### src/rtl/t5_pkg.sv
// Shared definitions for the t5 hart scheduler: hart count, hart-state
// encoding, default start address and a one-hot to index helper.
package t5_pkg;

    localparam int HARTS  = 4;
    localparam int HART_W = 2;

    localparam logic [31:0] DEF_RESET_PC = 32'h0;

    typedef enum logic [1:0] {
        HS_IDLE = 2'b00,
        HS_RUN  = 2'b01,
        HS_WAIT = 2'b10
    } hart_state_e;

    function automatic logic [HART_W-1:0] onehot_to_idx(input logic [HARTS-1:0] oh);
        logic [HART_W-1:0] idx;
        idx = '0;
        for (int i = 0; i < HARTS; i++) begin
            if (oh[i]) begin
                idx = HART_W'(i);
            end
        end
        return idx;
    endfunction

endpackage

### src/rtl/t5_rrarb.sv
// 4-way round-robin arbiter: the search starts at the hart after the last
// grant and wraps, so the last granted hart has the lowest priority.
module t5_rrarb
    import t5_pkg::*;
(
    input  logic [HARTS-1:0]  req,
    input  logic [HART_W-1:0] last,
    output logic [HARTS-1:0]  gnt,
    output logic              vld
);

    logic [HARTS-1:0]  rot_req;
    logic [HART_W-1:0] ofs;
    logic [HART_W-1:0] gnt_idx;

    // rot_req[k] is the request of hart (last + 1 + k) mod HARTS
    genvar gi;
    generate
        for (gi = 0; gi < HARTS; gi++) begin : g_rot
            logic [HART_W-1:0] idx;
            assign idx         = last + HART_W'(gi + 1);
            assign rot_req[gi] = req[idx];
        end
    endgenerate

    always_comb begin
        ofs = '0;
        for (int i = HARTS - 1; i >= 0; i--) begin
            if (rot_req[i]) begin
                ofs = HART_W'(i);
            end
        end
    end

    assign gnt_idx = last + ofs + HART_W'(1);
    assign vld     = |req;
    assign gnt     = vld ? (HARTS'(1) << gnt_idx) : '0;

endmodule

### src/rtl/t5_hsch.sv
// Barrel-style hart scheduler: per-hart PC and IDLE/RUN/WAIT state, one
// fetch slot per enabled cycle. Define T5_HSCH_SKIP_EN for work-conserving
// selection; otherwise slots rotate strictly 0,1,2,3.
module t5_hsch
    import t5_pkg::*;
#(
    parameter int               XLEN     = 32,
    parameter logic [XLEN-1:0]  RESET_PC = XLEN'(DEF_RESET_PC)
) (
    input  logic                sclk,
    input  logic                srst,
    input  logic                sena,
    input  logic [HARTS-1:0]    hen,
    input  logic [HARTS-1:0]    hwait,
    input  logic [HARTS-1:0]    hrel,
    input  logic                xbra,
    input  logic [XLEN-1:0]     xtgt,
    output logic [XLEN-1:0]     fpc,
    output logic                fvld,
    output logic [2*HARTS-1:0]  hstat
);

    localparam logic [XLEN-3:0] RESET_WPC = RESET_PC[XLEN-1:2];

    logic [HARTS-1:0][XLEN-3:0] pc_vec;
    logic [HARTS-1:0][1:0]      st_vec;
    logic [HARTS-1:0]           elig;
    logic [HARTS-1:0]           arb_req;
    logic [HARTS-1:0]           arb_gnt;
    logic                       arb_vld;
    logic [HART_W-1:0]          sel;
    logic                       issue;

    logic [HART_W-1:0]          last_q, last_d;
    logic [XLEN-1:0]            fpc_q, fpc_d;
    logic                       fvld_q, fvld_d;

    genvar gi;
    generate
        for (gi = 0; gi < HARTS; gi++) begin : g_hart
            hart_state_e     state_q, state_d;
            logic [XLEN-3:0] pc_q, pc_d;

            always_comb begin
                state_d = state_q;
                pc_d    = pc_q;
                if (sena) begin
                    if (!hen[gi]) begin
                        state_d = HS_IDLE;
                    end else begin
                        case (state_q)
                            HS_IDLE: begin
                                state_d = HS_RUN;
                                pc_d    = RESET_WPC;
                            end
                            HS_RUN:  if (hwait[gi]) state_d = HS_WAIT;
                            HS_WAIT: if (!hwait[gi] && hrel[gi]) state_d = HS_RUN;
                            default: state_d = HS_IDLE;
                        endcase
                    end
                    if (issue && (sel == HART_W'(gi))) begin
                        pc_d = pc_q + (XLEN-2)'(1);
                    end
                    // a redirect overrides the issue increment; IDLE harts ignore it
                    if (xbra && (xtgt[1:0] == HART_W'(gi)) && (state_q != HS_IDLE)) begin
                        pc_d = xtgt[XLEN-1:2];
                    end
                end
            end

            always_ff @(posedge sclk) begin
                if (srst) begin
                    state_q <= (gi == 0) ? HS_RUN : HS_IDLE;
                    pc_q    <= RESET_WPC;
                end else begin
                    state_q <= state_d;
                    pc_q    <= pc_d;
                end
            end

            assign pc_vec[gi] = pc_q;
            assign st_vec[gi] = state_q;
            assign elig[gi]   = (state_q == HS_RUN);
        end
    endgenerate

    // strict rotation requests every slot and lets fvld mark the idle ones
`ifdef T5_HSCH_SKIP_EN
    assign arb_req = elig;
`else
    assign arb_req = '1;
`endif

    t5_rrarb u_rrarb (
        .req  (arb_req),
        .last (last_q),
        .gnt  (arb_gnt),
        .vld  (arb_vld)
    );

    assign sel   = onehot_to_idx(arb_gnt);
    assign issue = arb_vld && elig[sel];

    always_comb begin
        last_d = last_q;
        fpc_d  = fpc_q;
        fvld_d = fvld_q;
        if (sena) begin
            fvld_d = issue;
            if (arb_vld) begin
                last_d = sel;
                fpc_d  = {pc_vec[sel], sel};
            end
        end
    end

    always_ff @(posedge sclk) begin
        if (srst) begin
            last_q <= HART_W'(HARTS - 1);
            fpc_q  <= '0;
            fvld_q <= 1'b0;
        end else begin
            last_q <= last_d;
            fpc_q  <= fpc_d;
            fvld_q <= fvld_d;
        end
    end

    assign fpc   = fpc_q;
    assign fvld  = fvld_q;
    assign hstat = st_vec;

endmodule

### config.mk
export PLATFORM = sky130hd
export DESIGN_NAME = t5_hsch
export DESIGN_NICKNAME = d
export VERILOG_FILES = /design/src/rtl/t5_pkg.sv /design/src/rtl/t5_rrarb.sv /design/src/rtl/t5_hsch.sv
export SDC_FILE = /design/constraint.sdc
export NUM_CORES = 1
export LEC_CHECK = 0
export BUFFER_PORTS_ARGS = -buffer_cell sky130_fd_sc_hd__buf_2
export CORE_MARGIN = 4
export CORE_UTILIZATION = 50
export CTS_BUF_LIST = sky130_fd_sc_hd__clkbuf_4
export DETAILED_ROUTE_END_ITERATION = 12
export PLACE_DENSITY = 0.73
export SLEW_MARGIN = 5
export SYNTH_ARGS = -nofsm -noshare
export SYNTH_HDL_FRONTEND = slang
export SYNTH_SLANG_ARGS = --single-unit
export TNS_END_PERCENT = 20
### constraint.sdc
create_clock -name sclk -period 3.4 [get_ports sclk]
set_input_delay 0.34 -clock sclk [delete_from_list [all_inputs] [get_ports sclk]]
set_output_delay 0.34 -clock sclk [all_outputs]
set_load 0.1 [all_outputs]
==> qor.log, run 1 <==
INFO  global_route   grt_first_pass_wirelength=54.5mm
INFO  logic_synthesis postSynth.topFlopCell=dfxtp_1
INFO  timing         finalCritPeriodShare=90.3%
INFO  timing         totalNegativeSetupSlack=0ps
INFO  critical_path  critPathBufInv=2
INFO  power          power_leakage=3.84nW
INFO  floorplan      die_x=153um
INFO  drt            drt_pass1_iterations=6
INFO  cells_and_area drive_gt1_share=17.8%
INFO  drt            average_vias_per_placed_instance=6.83
INFO  timing         clock.fmax=0.326GHz
INFO  logic_synthesis synthCells=1245
INFO  placement      pre_cts_slack=429ps
INFO  floorplan      die_h=153um
INFO  cells_and_area flow.area_growth_from_synthesis=8.94%
INFO  clock_tree     cts.repair.resized=0
INFO  placement      gp_congestion=0.949
INFO  drt            wl=34.9mm
INFO  timing         clock_skew=21.7ps
INFO  global_route   grt_antenna_before_repair=2
INFO  run_status     outcome=complete, no violations
INFO  cells_and_area multi_input_area=6480squm
INFO  timing         hold_viol_final=0
INFO  clock_tree     cts.clk_slew.worst_paths=130ps
INFO  power          power_density=370nW/um^2
INFO  critical_path  worst_setup_path_category=reg -> reg
INFO  drt            detailedRoute.firstIterationViolations=1504
INFO  global_route   grt_pass1_vias=9769
INFO  floorplan      io_pins=89
INFO  logic_synthesis synth-seq-cells=163
INFO  critical_path  cpPeakStageDelay=630ps
INFO  timing         timing.final.max_slew_violations=0
INFO  global_route   grt-ovfl-total=0
INFO  placement      dpl.hpwl=24.8mm
INFO  clock_tree     clock_path_buffers=2
INFO  cells_and_area ff_latch_area=3260squm
INFO  critical_path  path_cells=inv_1 -> ha_1 -> nor2_4 -> mux4_2 -> buf_4 -> a2bb2oi_2 -> nand2b_1 -> o32ai_1
INFO  critical_path  cell_class_contributing_the_biggest_share_of_worst_path_delay=simple AND/OR/NAND/NOR gates
INFO  floorplan      core_footprint=20400squm
INFO  drt            drcViolationCount=0
INFO  floorplan      die_area=23400squm
INFO  clock_tree     worstSkewPairLatency=600ps
INFO  logic_synthesis ys_types=71
INFO  logic_synthesis synth_async_sr_flop_share=0%
INFO  critical_path  critical_path_arrival=3560ps
INFO  timing         timing.final.crit_period=3070ps
INFO  drt            route.vias.total=10800
INFO  timing         rsz0062_at_grt=false
INFO  timing         post-route-worst-setup-slack=330ps
INFO  logic_synthesis count_of_flip_flops_with_a_built_in_enable_after_synthesis=0
INFO  cells_and_area number_of_nets_in_the_layout=1347
INFO  clock_tree     numClockSinks=163
INFO  critical_path  critical-path-slowest-cell=nand2b_1
INFO  power          vdd.ir_drop.worst=0.205mV
INFO  drt            wl_per_cell=22.2um
INFO  critical_path  cp_data_required_time=3890ps
INFO  critical_path  worst_setup_path_start_kind=register
INFO  clock_tree     cts_setup_buffers=0
INFO  min_path       min_delay_path_depth=3
INFO  floorplan      num_rows=52
INFO  power          finalPower=4.24mW
INFO  critical_path  worst-path-stages=8
INFO  global_route   grt_max_degree=147
INFO  critical_path  rr_worst_depth=8
INFO  min_path       hp-class=in -> reg
INFO  clock_tree     htreeDepth=4
INFO  timing         slew_hr=31.7%
INFO  timing         setup-violations-final=0
INFO  logic_synthesis synthesis.yosys.warnings=0
INFO  clock_tree     cts.hold.buffers_added=0
INFO  timing         transition_time_of_the_tightest_slew_check_pin=1020ps
INFO  critical_path  critPathCaptureType=register
INFO  floorplan      start_util=51.5%
INFO  placement      portBuffers=88
INFO  clock_tree     cts_root_buf=clkbuf_4
INFO  clock_tree     tritoncts.num_buffers=17
INFO  flow_run       cap_viol_max_count=0
INFO  critical_path  path_max_fanout=22
INFO  logic_synthesis syn_nets=1302
INFO  cells_and_area fillers=1872
INFO  global_route   grt.total_usage=28.7%
INFO  logic_synthesis synthesis.area_per_instance=8.44squm
INFO  logic_synthesis synth.cell_area=10500squm
INFO  logic_synthesis yosysSeqAreaShare=31.0%
INFO  drt            antenna_left=0
INFO  clock_tree     tritoncts=built
==> layer usage <==
metal  vias to the layer above  part of all wire, %  GRT usage, %
met4                         2                  3.1          10.1
met5                         -                0.026             0
li1                       4874                    -             -
met2                       633                   44          41.9
met1                      5166                   40          41.3
met3                        75                   13          7.04
==> area by class of cell <==
type | instances | area share [%]
Tap cell | 270 | 2.95
Multi-Input combinational cell | 893 | 56.6
Clock inverter | 11 | 1.41
Inverter | 95 | 3.11
Clock buffer | 20 | 1.31
Timing Repair Buffer | 120 | 6.07
Sequential cell | 163 | 28.5
Antenna cell | 2 | 0.0437
==> cells in the final DEF (no fill, tap or decap), types with 10 or more instances in the layout <==
cell      netlist  routed
dfxtp_1       163     163
inv_1          95      95
nor2_1         98      94
buf_2          16      87
a21oi_1        84      84
nand2_1        78      78
o32ai_1        61      61
nand4_1        54      54
nand3_1        52      52
nor3_1         44      44
buf_4           4      32
mux4_2         31      31
mux2i_1        30      30
a221oi_1       24      24
a32oi_1        24      24
nor4_1         23      22
o31a_1         22      22
and2_1         21      21
clkbuf_4        0      20
and3_1         18      18
o32ai_2        18      18
nand2b_1       17      17
a32o_1         16      16
a22oi_1        16      16
o21ai_0        13      13
a31oi_1        12      12
xor2_1         11      11
nor2b_1        10      10
==> stage by stage <==
stage          utilization [%]  area, sq um  instances  hold slack (ps)
3_3_place_gp              54.5        11100       1541              457
3_5_place_dp              54.5        11100       1541              458
5_1_grt                   56.0        11400       1573             6.45
6_report                  56.1        11500       1574             18.0
2_1_floorplan                -        10500       1245              458
4_1_cts                   56.0        11400       1572             8.87
==> worst paths after layout <==
path	from	end	slack (ps)
worst min-delay path	hen[2]	g_hart[2].state_q[1]	20
worst max register to register	last_q[0]	g_hart[0].pc_q[3]	330
worst max-delay path	last_q[0]	g_hart[0].pc_q[3]	330
worst min register to register	fvld	fvld	480
==> cell families after synthesis <==
kind of cell             synth area share, %
AO/OA/AOI/OAI                           27.3
XOR/XNOR                                1.17
adder cells (fa/ha/maj)                 1.07
buffers and inverters                   7.51
flip-flops                              31.0
multiplexers                            9.50
AND/OR/NAND/NOR                         22.5
==> power breakdown <==
part | switching, mW | total, mW | internal, mW
Clock | 0.719 | 1.32 | 0.599
Sequential | 0.0673 | 2.03 | 1.96
Combinational | 0.611 | 0.898 | 0.287
==> synthesized netlist by cell type (all sizes together), types with 2 or more instances <==
master / n / share of area [%]
dfxtp: 163 / 31
nand4: 54 / 3.2
mux2i: 30 / 2.9
o2bb2ai: 6 / 0.86
and3: 18 / 1.1
nand3: 52 / 2.5
mux4: 31 / 6.6
buf: 33 / 1.9
o211ai: 7 / 0.50
and3b: 2 / 0.17
o31a: 22 / 1.8
a21o: 9 / 0.64
xor2: 11 / 0.92
a31oi: 12 / 0.71
xnor2: 3 / 0.25
a221oi: 24 / 2.0
o21bai: 2 / 0.14
inv: 95 / 3.4
a211oi: 7 / 0.55
o32ai: 79 / 7.9
a32oi: 24 / 2.0
nor3: 45 / 2.2
nand2: 78 / 2.8
o22ai: 3 / 0.18
o31ai: 9 / 0.64
nand3b: 2 / 0.14
and2: 21 / 1.2
or3b: 3 / 0.27
a2bb2oi: 4 / 0.51
nor4: 24 / 1.5
o2bb2a: 2 / 0.20
o21ai: 15 / 0.75
a41oi: 2 / 0.17
nand2b: 17 / 1.0
clkbuf: 61 / 2.2
nor4b: 2 / 0.17
a22oi: 16 / 1.1
and4: 9 / 0.75
ha: 9 / 1.1
a21oi: 84 / 4.0
nor2b: 10 / 0.60
a32o: 16 / 1.5
nor2: 101 / 3.8
or2: 10 / 0.60
o21a: 8 / 0.57
==> worst register-to-register path, delay by kind of cell (launching register included) <==
kind,cells,cell delay (ps)
adders and majority gates,1,270
buffers and inverters,2,370
muxes,1,620
AOI/OAI and AO/OA,2,560
DFF,1,400
and+or+nand+nor,2,750
==> flip-flops by register name, indices dropped and copies added, names as in the netlist <==
| register | count |
|---|---|
| g_hart.pc_q | 120 |
| fpc | 32 |
| g_hart.state_q | 8 |
| last_q | 2 |
| fvld | 1 |
No activity file was read; power rests on OpenSTA's default activity.
==> run 2: changes to the inputs <==
Settings changed: CORE_UTILIZATION 50 to 35, PLACE_DENSITY 0.73 to 0.55.
==> qor.log, run 2 (synthesis gave the netlist of run 1 again) <==
INFO  run_status     outcome=complete, no violations [unchanged]
INFO  clock_tree     tritoncts.num_buffers=17 [unchanged]
INFO  min_path       hp-class=in -> reg [unchanged]
INFO  min_path       worst_hold_startpoint=hen[0] [was hen[2]]
INFO  drt            detailedRoute.firstIterationViolations=1148 [was 1504]
INFO  timing         rsz0062_at_grt=false [unchanged]
INFO  drt            drcViolationCount=0 [unchanged]
INFO  clock_tree     numClockSinks=163 [unchanged]
INFO  cells_and_area flow.area_growth_from_synthesis=9.96% [was 8.94%]
INFO  critical_path  critical-path-slowest-cell=mux4_2 [was nand2b_1]
INFO  global_route   grt_first_pass_wirelength=58.1mm [was 54.5 mm]
INFO  global_route   grt_use_met1=32.8% [was 41.3%]
INFO  cells_and_area largest_register_ff_count=120 [unchanged]
INFO  floorplan      start_util=35.5% [was 51.5%]
INFO  clock_tree     cts.clk_slew.worst_paths=140ps [was 130 ps]
INFO  critical_path  critical_path_arrival=3590ps [was 3560 ps]
INFO  timing         transition_time_of_the_tightest_slew_check_pin=1050ps [was 1020 ps]
INFO  clock_tree     cts_root_buf=clkbuf_4 [unchanged]
INFO  global_route   grt-ovfl-total=0 [unchanged]
INFO  timing         clock_skew=30.0ps [was 21.7 ps]
INFO  cells_and_area top_register=g_hart.pc_q [unchanged]
INFO  critical_path  critPathCaptureType=register [unchanged]
INFO  global_route   grt.total_usage=22.1% [was 28.7%]
INFO  placement      dpl.hpwl=27.2mm [was 24.8 mm]
INFO  global_route   use_met2=32.6% [was 41.9%]
INFO  timing         timing.final.crit_period=3110ps [was 3070 ps]
INFO  timing         setup-violations-final=0 [unchanged]
INFO  critical_path  worst_setup_path_start_kind=register [unchanged]
INFO  floorplan      num_rows=63 [was 52]
INFO  global_route   grt_peak_use_layer=met1 [was met2]
INFO  power          finalPower=4.06mW [was 4.24 mW]
INFO  cells_and_area multi_input_area=6480squm [unchanged]
INFO  clock_tree     clock_path_buffers=2 [unchanged]
INFO  critical_path  r2r_start=last_q[0] [unchanged]
INFO  global_route   grt_pass1_vias=9790 [was 9769]
INFO  critical_path  path_cells=inv_1 -> ha_1 -> nor2_4 -> mux4_2 -> a2bb2oi_2 -> nand2b_1 -> o32ai_1 [was inv_1 -> ha_1 -> nor2_4 -> mux4_2 -> buf_4 -> a2bb2oi_2 -> nand2b_1 -> o32ai_1]
INFO  cells_and_area final_design_area_no_fill=11600squm [was 11500 sq um]
INFO  power          vdd.ir_drop.worst=0.231mV [was 0.205 mV]
INFO  min_path       min_delay_path_depth=3 [unchanged]
INFO  drt            wl=37.8mm [was 34.9 mm]
INFO  critical_path  cp_data_required_time=3890ps [about the same]
INFO  timing         hold_viol_final=0 [unchanged]
INFO  clock_tree     cts.repair.resized=0 [unchanged]
INFO  critical_path  path_max_fanout=26 [was 22]
INFO  critical_path  regToRegEndpoint=g_hart[0].pc_q[12] [was g_hart[0].pc_q[3]]
INFO  cells_and_area drive_gt1_share=17.8% [about the same]
INFO  critical_path  r2r_slack=290ps [was 330 ps]
INFO  power          power_leakage=3.81nW [was 3.84 nW]
INFO  timing         timing.final.max_slew_violations=0 [unchanged]
INFO  floorplan      core_footprint=29600squm [was 20400 sq um]
INFO  timing         clock.fmax=0.322GHz [was 0.326 GHz]
INFO  drt            wl_per_cell=22.3um [was 22.2 um]
INFO  timing         finalCritPeriodShare=91.4% [was 90.3%]
INFO  min_path       hold_path_end=g_hart[0].state_q[0] [was g_hart[2].state_q[1]]
INFO  flow_run       cap_viol_max_count=0 [unchanged]
INFO  clock_tree     htreeDepth=4 [unchanged]
INFO  critical_path  rr_worst_depth=7 [was 8]
INFO  floorplan      die_h=181um [was 153 um]
INFO  power          power_density=351nW/um^2 [was 370 nW/um^2]
INFO  floorplan      io_pins=89 [unchanged]
INFO  global_route   gr-usage-met3=4.77% [was 7.04%]
INFO  clock_tree     worstSkewPairLatency=610ps [was 600 ps]
INFO  timing         slew_hr=29.8% [was 31.7%]
INFO  timing         totalNegativeSetupSlack=0ps [unchanged]
INFO  drt            average_vias_per_placed_instance=6.19 [was 6.83]
INFO  global_route   grt_antenna_before_repair=5 [was 2]
INFO  floorplan      die_x=181um [was 153 um]
INFO  drt            antenna_left=0 [unchanged]
INFO  placement      gp_congestion=0.917 [was 0.949]
INFO  cells_and_area number_of_nets_in_the_layout=1350 [was 1347]
INFO  drt            route.vias.total=10500 [was 10800]
INFO  global_route   grt_max_degree=147 [unchanged]
INFO  clock_tree     tritoncts=built [unchanged]
INFO  drt            drt_pass1_iterations=7 [was 6]
INFO  critical_path  cpPeakStageDelay=820ps [was 630 ps]
INFO  cells_and_area final_common_cell=dfxtp_1 [unchanged]
INFO  cells_and_area layout_common_cells=dfxtp_1, inv_1, nor2_1 [unchanged]
INFO  placement      dpl_cell_area=11300squm [was 11100 sq um]
INFO  cells_and_area ff_latch_area=3260squm [unchanged]
INFO  cells_and_area fillers=3105 [was 1872]
INFO  critical_path  worst_setup_path_category=reg -> reg [unchanged]
INFO  floorplan      die_area=32900squm [was 23400 sq um]
INFO  placement      portBuffers=88 [unchanged]
[run 2: changes by cell type in the layout (fill, tap and decap cells not counted), moves of 2 or more]
cell and delta:
buf_4 +2, bufinv_16 -3, clkinv_1 +3, clkinv_2 -3, clkinvlp_4 +4
[run 2: per-layer routing]
metal,vias up,wire length (um)
li1,4881,-
met1,5123,17100
met2,437,16400
met3,57,3360
met4,4,856
met5,-,16
[run 2: worst max path at each step]
stage                               from                 end  slack (ps)
floorplan           g_hart[2].state_q[0]  g_hart[2].pc_q[17]         660
global placement               last_q[0]  g_hart[0].pc_q[14]         440
detailed placement             last_q[0]  g_hart[0].pc_q[14]         350
CTS                            last_q[0]  g_hart[0].pc_q[12]         330
global route                   last_q[0]  g_hart[0].pc_q[12]         120
finish                         last_q[0]  g_hart[0].pc_q[12]         290
[run 2: what timing repair did]
item | 4_1_cts | 5_1_grt
setup buffers | 0 | 0
hold endpoints to repair | 1 | 0
hold buffers | 1 | 0
[run 2: cell type report]
type	count	share of cell area (%)
antenna	1	0.0216
clock buffer	21	1.36
clock inverter	11	0.768
inverter	95	3.08
multi-input combinational	893	56.1
sequential	163	28.2
tap	390	4.22
timing repair buffer	123	6.23
[run 2: worst max-delay path, delay by kind of cell (launching register included)]
family | cells | cell delay (ps)
AO/OA/AOI/OAI | 2 | 610
adder cells (fa/ha/maj) | 1 | 270
buffers and inverters | 1 | 100
flip-flops | 1 | 410
multiplexers | 1 | 820
AND/OR/NAND/NOR | 2 | 780
[run 2: report_power, final]
part / switching [mW] / leakage, nW / total, mW / internal [mW]
Clock: 0.745 / 0.124 / 1.13 / 0.384
Combinational: 0.612 / 2.37 / 0.897 / 0.285
Sequential: 0.0732 / 1.32 / 2.03 / 1.96
Total: 1.43 / 3.81 / 4.06 / 2.63
[run 2: metrics by stage]
stage | setup WS (ps) | cells | hold slack, ps | utilization (%)
finish | 293 | 1697 | 30.4 | 39.0
global route | 119 | 1697 | 8.54 | 39.0
CTS | 333 | 1696 | 2.85 | 39.0
detailed placement | 346 | 1663 | 475 | 38.1
global placement | 439 | 1663 | 472 | 38.1
floorplan | 658 | 1245 | 458 | -
==> run 3: changes to the inputs <==
Settings changed: CTS_BUF_LIST sky130_fd_sc_hd__clkbuf_4 to sky130_fd_sc_hd__clkbuf_8.
==> qor.log, run 3 (synthesis gave the netlist of run 1 again) <==
INFO  clock_tree     clock_path_buffers=2 [unchanged]
INFO  clock_tree     cts.repair.resized=0 [unchanged]
INFO  power          swShare=33.9% [was 35.2%]
INFO  critical_path  path_max_fanout=26 [unchanged]
INFO  run_status     outcome=complete, no violations [unchanged]
INFO  clock_tree     cts_setup_buffers=0 [unchanged]
INFO  global_route   grt_pass1_vias=9757 [was 9790]
INFO  clock_tree     numClockSinks=163 [unchanged]
INFO  power          power_leakage=3.87nW [was 3.81 nW]
INFO  global_route   grt_max_degree=147 [unchanged]
INFO  power          p_seq_share=46.8% [was 50.1%]
INFO  cells_and_area drive_gt1_share=17.7% [was 17.8%]
INFO  critical_path  critical_path_arrival=3470ps [was 3590 ps]
INFO  global_route   grt-ovfl-total=0 [unchanged]
INFO  clock_tree     htreeDepth=4 [unchanged]
INFO  drt            drcViolationCount=0 [unchanged]
INFO  critical_path  worst_setup_path_category=reg -> reg [unchanged]
INFO  timing         totalNegativeSetupSlack=0ps [unchanged]
INFO  timing         holdWs=140ps [was 30.4 ps]
INFO  cells_and_area final_common_cell=dfxtp_1 [unchanged]
INFO  clock_tree     tritoncts=built [unchanged]
INFO  critical_path  worst_setup_path_start_kind=register [unchanged]
INFO  cells_and_area top_register=g_hart.pc_q [unchanged]
INFO  drt            drt_pass1_iterations=5 [was 7]
INFO  floorplan      die_area=32900squm [unchanged]
INFO  drt            wl_per_cell=22.3um [about the same]
INFO  timing         post-route-worst-setup-slack=288ps [was 293 ps]
INFO  timing         timing.final.max_slew_violations=0 [unchanged]
INFO  timing         rsz0062_at_grt=false [unchanged]
INFO  timing         slew_hr=29.0% [was 29.8%]
INFO  power          pwr-share-comb=20.7% [was 22.1%]
INFO  critical_path  critPathCaptureType=register [unchanged]
INFO  drt            detailedRoute.firstIterationViolations=1177 [was 1148]
INFO  timing         timing.final.crit_period=3110ps [about the same]
INFO  timing         transition_time_of_the_tightest_slew_check_pin=1060ps [was 1050 ps]
INFO  timing         clock_skew=15.9ps [was 30.0 ps]
INFO  clock_tree     tritoncts.num_buffers=17 [unchanged]
INFO  timing         clock.fmax=0.321GHz [was 0.322 GHz]
INFO  placement      portBuffers=88 [unchanged]
INFO  power          vdd.ir_drop.worst=0.218mV [was 0.231 mV]
INFO  critical_path  crit_path_start=last_q[0] [unchanged]
INFO  critical_path  r2r_start=last_q[0] [unchanged]
INFO  power          power_density=371nW/um^2 [was 351 nW/um^2]
INFO  placement      pre_cts_slack=346ps [unchanged]
INFO  cells_and_area fillers=3089 [was 3105]
INFO  cells_and_area largest_register_ff_count=120 [unchanged]
INFO  power          clkPwrFrac=32.5% [was 27.8%]
INFO  timing         hold_viol_final=0 [unchanged]
INFO  min_path       hp-class=in -> reg [unchanged]
INFO  flow_run       cap_viol_max_count=0 [unchanged]
INFO  placement      gp_congestion=0.917 [unchanged]
INFO  power          internal-power=2.87mW [was 2.63 mW]
INFO  global_route   grt.total_usage=22.3% [was 22.1%]
INFO  clock_tree     cts_root_buf=clkbuf_8 [was clkbuf_4]
INFO  clock_tree     cts.hold.buffers_added=0 [was 1]
INFO  cells_and_area layout_common_cells=dfxtp_1, inv_1, nor2_1 [unchanged]
INFO  timing         setup-violations-final=0 [unchanged]
INFO  clock_tree     worstSkewPairLatency=470ps [was 610 ps]
INFO  floorplan      die_h=181um [unchanged]
INFO  floorplan      num_rows=63 [unchanged]
INFO  critical_path  cp_data_required_time=3760ps [was 3890 ps]
INFO  drt            wl=37.8mm [about the same]
INFO  floorplan      core_footprint=29600squm [unchanged]
INFO  cells_and_area antenna_cells=0 [was 1]
INFO  placement      dpl.hpwl=27.2mm [unchanged]
INFO  floorplan      die_x=181um [unchanged]
INFO  cells_and_area flow.area_growth_from_synthesis=11.0% [was 9.96%]
INFO  timing         finalCritPeriodShare=91.5% [was 91.4%]
INFO  floorplan      start_util=35.5% [unchanged]
INFO  cells_and_area number_of_nets_in_the_layout=1349 [was 1350]
INFO  power          netsw=1.47mW [was 1.43 mW]
INFO  drt            antenna_left=0 [unchanged]
INFO  clock_tree     cts.clk_slew.worst_paths=90ps [was 140 ps]
INFO  global_route   grt_antenna_before_repair=1 [was 5]
INFO  drt            route.vias.total=10400 [was 10500]
INFO  floorplan      io_pins=89 [unchanged]
INFO  global_route   grt_first_pass_wirelength=58.5mm [was 58.1 mm]
INFO  min_path       worst_hold_startpoint=hen[2] [was hen[0]]
INFO  drt            average_vias_per_placed_instance=6.13 [was 6.19]
==> run 3: layout make-up <==
class / instances / area, sq um / area share [%]
tap: 390 / 488 / 4.18
clock inverter: 12 / 92.6 / 0.793
multi-input combinational: 893 / 6480 / 55.6
clock buffer: 20 / 275 / 2.36
timing repair buffer: 122 / 711 / 6.09
sequential: 163 / 3260 / 28.0
inverter: 95 / 357 / 3.06
==> run 3: power groups by stage <==
stage / Combinational, mW / Clock [mW] / Sequential (mW)
final: 0.898 / 1.41 / 2.03
after floorplan: 0.569 / 0 / 2.14
after global placement: 0.885 / 0 / 2.07
after CTS: 0.891 / 1.44 / 2.03
after detailed placement: 0.890 / 0 / 2.07
after global routing: 0.962 / 1.50 / 2.04
==> run 3: final timing paths <==
kind	end	slack [ps]	depth (start not counted)
worst max-delay path	g_hart[0].pc_q[12]	290	7
worst min-delay path	g_hart[2].state_q[1]	140	3
worst max register to register	g_hart[0].pc_q[12]	290	7
worst min register to register	fpc[1]	490	2
==> run 3: critical path: stages, from the launching register on <==
cell       delay (ps)
dfxtp_1           390
inv_1             100
ha_1              270
nor2_4            120
mux4_2            820
a2bb2oi_2         260
nand2b_1          660
o32ai_1           360
==> run 3: metal layers <==
metal | vias up | routed length (um) | GRT usage, % | part of all wire [%]
met2 | 398 | 17000 | 33.6 | 45
met1 | 5093 | 17300 | 33.6 | 46
li1 | 4871 | - | - | -
met3 | 31 | 3150 | 3.93 | 8.3
met5 | - | 0 | 0 | 0
met4 | 0 | 371 | 4.05 | 0.98
==> run 3: stage by stage <==
step / utilization (%) / area [sq um] / std cells / power, mW
floorplan: - / 10500 / 1245 / 2.70
global placement: 38.1 / 11300 / 1663 / 2.96
detailed placement: 38.1 / 11300 / 1663 / 2.96
CTS: 39.4 / 11700 / 1695 / 4.36
global route: 39.4 / 11700 / 1695 / 4.49
finish: 39.4 / 11700 / 1695 / 4.33
